<file path="config.mk">
export PLATFORM = sky130hd
export DESIGN_NAME = addsub_result_stage
export DESIGN_NICKNAME = d
export VERILOG_FILES = /design/src/rtl/addsub_result_stage.sv
export SDC_FILE = /design/constraint.sdc
export NUM_CORES = 1
export LEC_CHECK = 0
export CAP_MARGIN = 20
export CELL_PAD_IN_SITES_DETAIL_PLACEMENT = 0
export CELL_PAD_IN_SITES_GLOBAL_PLACEMENT = 1
export CORE_MARGIN = 4
export CORE_UTILIZATION = 30
export DETAILED_ROUTE_END_ITERATION = 10
export PLACE_DENSITY = 0.76
export SLEW_MARGIN = 0
export SYNTH_ARGS = -nofsm -noshare
export SYNTH_HDL_FRONTEND = slang
export SYNTH_SLANG_ARGS = --single-unit
</file>
<file path="constraint.sdc">
create_clock -name clk -period 1.66 [get_ports clk]
set_input_delay 0.166 -clock clk [delete_from_list [all_inputs] [get_ports clk]]
set_output_delay 0.166 -clock clk [all_outputs]
set_load 0.02 [all_outputs]
</file>
<file path="src/rtl/addsub_result_stage.sv">
// Registered result stage behind the add/sub datapath: derives {N,Z,C,V}, optionally
// saturates on signed overflow, buffers results in a 2-entry skid FIFO and counts overflows.
module addsub_result_stage #(
  parameter int W        = 16,
  parameter bit SATURATE = 1'b1,
  parameter int CNT_W    = 8
) (
  input  logic             clk,
  input  logic             rst_n,
  input  logic             in_valid,
  output logic             in_ready,
  input  logic [W-1:0]     SUM,
  input  logic             C_out,
  input  logic             O,
  input  logic             Add_ctrl,
  output logic             out_valid,
  input  logic             out_ready,
  output logic [W-1:0]     out_result,
  output logic [3:0]       out_flags,
  input  logic             clr_stats,
  output logic             ovf_sticky,
  output logic [CNT_W-1:0] ovf_count
);

  // Entry layout: {result[W-1:0], N, Z, C, V}
  localparam int EW = W + 4;

  // For subtraction the adder's carry is inverted, so C becomes a borrow flag.
  function automatic logic [EW-1:0] make_entry(
    input logic [W-1:0] sum,
    input logic         c_out,
    input logic         o,
    input logic         ctrl
  );
    logic [W-1:0] res;
    logic         v;
    logic         c;
    v = o;
    c = c_out ^ ctrl;
    if (SATURATE && v) begin
      res = sum[W-1] ? {1'b0, {(W-1){1'b1}}} : {1'b1, {(W-1){1'b0}}};
    end else begin
      res = sum;
    end
    return {res, res[W-1], (res == {W{1'b0}}), c, v};
  endfunction

  logic [EW-1:0]    mem_q [2];
  logic             wr_ptr_q;
  logic             rd_ptr_q;
  logic [1:0]       count_q;
  logic [1:0]       count_d;
  logic             push_s;
  logic             pop_s;
  logic [EW-1:0]    entry_s;
  logic             ovf_sticky_q;
  logic             ovf_sticky_d;
  logic [CNT_W-1:0] ovf_count_q;
  logic [CNT_W-1:0] ovf_count_d;

  assign in_ready   = (count_q != 2'd2);
  assign out_valid  = (count_q != 2'd0);
  assign out_result = mem_q[rd_ptr_q][EW-1:4];
  assign out_flags  = mem_q[rd_ptr_q][3:0];
  assign ovf_sticky = ovf_sticky_q;
  assign ovf_count  = ovf_count_q;

  // Handshake decode, occupancy and statistics next-state
  always_comb begin
    push_s       = in_valid & in_ready;
    pop_s        = out_valid & out_ready;
    entry_s      = make_entry(SUM, C_out, O, Add_ctrl);
    count_d      = count_q + {1'b0, push_s} - {1'b0, pop_s};
    ovf_sticky_d = ovf_sticky_q;
    ovf_count_d  = ovf_count_q;
    if (clr_stats) begin
      ovf_sticky_d = 1'b0;
      ovf_count_d  = {CNT_W{1'b0}};
    end else if (push_s && entry_s[0]) begin
      ovf_sticky_d = 1'b1;
      if (ovf_count_q != {CNT_W{1'b1}}) begin
        ovf_count_d = ovf_count_q + {{(CNT_W-1){1'b0}}, 1'b1};
      end else begin
        ovf_count_d = ovf_count_q;
      end
    end else begin
      ovf_sticky_d = ovf_sticky_q;
      ovf_count_d  = ovf_count_q;
    end
  end

  // FIFO storage, pointers and statistics registers
  always_ff @(posedge clk or negedge rst_n) begin
    if (!rst_n) begin
      mem_q[0]     <= {EW{1'b0}};
      mem_q[1]     <= {EW{1'b0}};
      wr_ptr_q     <= 1'b0;
      rd_ptr_q     <= 1'b0;
      count_q      <= 2'd0;
      ovf_sticky_q <= 1'b0;
      ovf_count_q  <= {CNT_W{1'b0}};
    end else begin
      if (push_s) begin
        mem_q[wr_ptr_q] <= entry_s;
        wr_ptr_q        <= ~wr_ptr_q;
      end
      if (pop_s) begin
        rd_ptr_q <= ~rd_ptr_q;
      end
      count_q      <= count_d;
      ovf_sticky_q <= ovf_sticky_d;
      ovf_count_q  <= ovf_count_d;
    end
  end

endmodule
</file>
After elaboration in Yosys (flattened, before gate mapping):

Cells that the tools add are included.

* flip-flop bits (word level): 53
* input port bits: 24
* output and inout bits: 31
* word-level logic and storage cells: 42

* add/sub/neg operators: 3
* $lt $le $gt $ge: 3
* eq/ne operators: 2
* multiplexer cells: 13
* bitwise logic cells: 7
* reduce and logical (&&, ||, !) cells: 7

Operator list (number)
* $mux W20: 4
* $bwmux W40: 1
* $mux W16: 2
* $mux W8: 3
* $demux W20 S1: 1
* $logic_not A16 Y1: 1
* $add A8 B1 Y8 const B: 1
* $ne A8 B8 Y1 const B: 1
* $reduce_bool A2 Y1: 3
* $ge A2 B2 Y1 const B: 2
* $not A1 Y2: 2
* $add A2 B1 Y2: 1
* $and A1 B1 Y1: 2
* $logic_and A1 B1 Y1: 2
* $lt A2 B1 Y1 const B: 1
* $mux W1: 2
* $ne A2 B2 Y1 const B: 1
* $not A1 Y1: 2
* $reduce_and A2 Y1: 1
* $sub A2 B1 Y2: 1
* $xor A1 B1 Y1: 1

Logic depth before layout (Yosys ltp):

* depth after elaboration: 6
* gate-level depth with buffers: 6
* gate-level depth less buffers: 5

Worst setup path before layout:

No wires, ideal clock.

* kind: register -> register
* from: reg count_q[0]
* to: reg mem_q[34] in the netlist's numbering
* setup time: 0.125 ns
* arrival time: 1.571 ns
* data required time: 1.535 ns
* path slack: -0.036 ns
* cell stages (with the launch flop): 7
* buffers on the path: 2
* clock period less this slack: 1.696 ns
* cells stage by stage: dfrtp_1 -> nand2b_1 -> clkbuf_2 -> nand2_1 -> nor2_4 -> buf_6 -> mux2_2

* longest elaborated chain between the ends: 2

RTL lines
* from (decl): RTL line 51 `logic [1:0] count_q;`
* from (signal assigned): RTL line 110 `count_q <= count_d;`
* $ne A2 B2 Y1: RTL line 61 `assign in_ready = (count_q != 2'd2);`
* via in_ready: RTL line 11 `output logic in_ready,`
* $and A1 B1 Y1: RTL line 70 `push_s = in_valid & in_ready;`
* to (signal, indexed assignment): RTL line 104 `mem_q[wr_ptr_q] <= entry_s;`
* to (decl): RTL line 48 `logic [EW-1:0] mem_q [2];`

The timed path passes the listed nets, and every way through them passes these cells.
A chain may end at the register's enable or synchronous reset.

Worst setup path after layout:

* from: reg rd_ptr_q
* to: out out_result[11]

* longest elaborated chain between the ends: 4

RTL lines
* from (decl): RTL line 50 `logic rd_ptr_q;`
* from (signal assigned): RTL line 108 `rd_ptr_q <= ~rd_ptr_q;`
* $not A1 Y2 (implied by the code): RTL line 63 `assign out_result = mem_q[rd_ptr_q][EW-1:4];`
* $mux W20 (3 in a row)
* to (decl): RTL line 18 `output logic [W-1:0] out_result,`

No other way between the ends. The select of a mux whose other input is x is not followed.

==> metrics <==
worst slew pin tran 0.474 ns; synthesized instance count 236; DRT Pass-1 Iters 4; Die ar. 10100 um^2; Slew headroom between 60% and 70%; # H-tree levels 2; number of diodes 0; slowest cell delay on critical path just over 0.4 ns; Fin Setup TNS 0 ns; 1st-iter DRT viols 30; CP Cell Sequence buf_12 -> mux2_2 -> buf_2; Total GRT Usage between 10% and 20%; Post-synth EDFFs 0; drt wl/cell about 15 um; Lkg Pwr 0.00154 uW; die width 101 um; Worst Path Arrival between 1 and 1.5 ns; input/output buffers 54; Startpoint Class flop; final period utilization 96.4%; distinct cell type count after synthesis 39; status completed; Core ar. a little over 8000 um^2; placed cells 402; Skew-Pair Late Insertion Delay about 0.3 ns; Setup crit end kind output pin; CTS sink cnt between 50 and 60; GR Overflow Total 0; crit path buf inv count 2; Yosys reg bits 51; Synth area leader dfrtp_1; Worst IR Drop VDD 780 uV; CTS Buffer Depth 2; routed vias 1918; first-pass GRT wire length 9830 um; Die H a little over 100 um; Area Growth Syn to Fin 33.3%; Reg clk slew, reported paths approximately 0.10 ns; fillers 846; Slew Viols, Final 0; critical path class reg2out; Final Non-Filler Cells just over 400; # rows 33; initial core utilization a little under a third; Final setup viols 0; crit path from rd_ptr_q; Pwr Density 1600 nW/um^2; # IOs 55; DRC errors left 0; Clock Skew 0.00848 ns; Yosys top cell area share 49.6%; final wirelength 6010 um; layout cells sized above 1 32.7%; sequential fraction of the synthesis area 49.6%; CP max-delay cell dfrtp_1; post-synthesis net count 262; pin count of the biggest net entering global routing 33; vias per cell 4.67; CTS tree done; Routed Antenna Nets 0; Final Hold Viols 0; fmax 0.625 GHz; post-DP HPWL 4380 um; CTS buffer count 5; number of post-CTS setup repair buffers 0; Post-synth top cells 51 x dfrtp_1, 41 x mux2_2, 25 x o21ai_0; max-cap violations 0; vias in the first global route ~2000; Avg Synthesized Cell Area 10.9 um^2; FF-to-FF Start ovf_count[1]; HP Class in2async; minimum clock period 1.60 ns; family with the most delay on the worst path flip-flops; ys async rst share 100%; dominant cell by count in the synthesized netlist dfrtp_1; mapped cell area around 2600 um^2; WP data required 1.49 ns; largest cells by area after synthesis dfrtp_1 50%, mux2_2 18%, o21ai_0 4.9%; root buf cell clkbuf_8; initial antenna violation count 0; Final Wtd Congestion approximately 0.8; nets@finish ~330; RSZ-0062 raised after global routing yes; Synth warnings 0; Top FF cell, synth dfrtp_1; crit-path max FO 24
-- registers in the layout (all words and copies together), names as in the netlist --
name and flops:
wr_ptr_q 1, ovf_count 8, count_q 2, rd_ptr_q 1, mem_q 38, ovf_sticky 1
-- worst paths after layout --
kind / endpoint / slack (ns) / cells after the start
min: mem_q[37] / 0.34 / 2
max reg2reg: ovf_count[3] / 0.09 / 4
min reg2reg: mem_q[1] / 0.49 / 2
max: out_result[11] / 0.06 / 3
max in group asynchronous: count_q[0] / 0.76 / 3
min in group clk: mem_q[1] / 0.49 / 2
-- worst register-to-register path, cell delays in order, from the launching register on --
cell and delay [ns]:
dfrtp_1 0.45, ha_2 0.24, and4_4 0.18, or4_1 0.48, a21oi_1 0.16
-- where the power goes --
part / total, uW / internal (uW) / switching [uW] / leakage [uW]
Clock: 893 / 458 / 435 / 0.0000587
Combinational: 2600 / 1250 / 1350 / 0.000855
Sequential: 2000 / 1740 / 261 / 0.000628
Total: 5500 / 3450 / 2040 / 0.00154
-- routing by layer --
layer	vias to the layer above	share of wire (%)	track usage (%)
li1	960	-	-
met1	920	47	16.3
met2	33	47	20.2
met3	5	4.7	2.70
met4	0	0.87	3.42
met5	-	0	0
-- layout make-up --
cell class / count / area [um^2] / share of cell area, %
multi-input cells: 152 / 1150 / 33.7
clock buffers: 5 / 68.8 / 2.01
inverters: 18 / 67.6 / 1.97
well taps: 105 / 131 / 3.83
clock inverters: 3 / 47.5 / 1.39
repair buffers: 77 / 678 / 19.8
flip-flops and latches: 51 / 1280 / 37.3
-- repair_timing --
action | 4_1_cts | 5_1_grt
setup endpoints to repair | 23 | 9
resized for setup | 65 | 12
endpoints found under the hold margin | 19 | 0
hold buffers | 1 | 0
-- placed cells by master, fill, tap and decap left out, drive strengths merged, types with 2 or more instances in the layout --
cell type	count
nand2	18
and4	2
clkbuf	10
dfrtp	51
buf	36
xnor2	5
nand4	2
inv	19
a311oi	2
and2	2
dlygate4sd2	4
nor2b	3
nand3	6
ha	2
o21ai	25
nor4	4
mux2i	9
mux2	43
a21oi	5
nand2b	2
clkdlybuf4s50	31
nor2	10
-- cell families (layout without fill, tap and decap cells) --
kind of cell | Yosys count | in the layout | synth area share, %
and+or+nand+nor | 56 | 56 | 11.4
muxes | 52 | 52 | 22.3
DFF | 51 | 51 | 49.6
AOI/OAI and AO/OA | 37 | 37 | 8.17
buffers and inverters | 33 | 103 | 5.79
xor gates and xnor gates | 5 | 5 | 1.70
adders and majority gates | 2 | 2 | 0.973
-- metrics by stage --
stage | instance area [um^2] | power [uW] | hold slack [ns] | util [%] | setup WS, ns
2_1_floorplan | 2580 | 3770 | -0.130 | - | 0.00887
3_3_place_gp | 3390 | 4960 | 0.145 | 40.9 | -0.0630
3_5_place_dp | 3390 | 5020 | 0.152 | 40.9 | -0.0478
4_1_cts | 3450 | 5610 | 0.352 | 41.5 | -0.104
5_1_grt | 3430 | 5880 | 0.375 | 41.3 | -0.0133
6_report | 3430 | 5500 | 0.339 | 41.3 | 0.0592
Note: power is estimated with default switching activity, not from simulation.
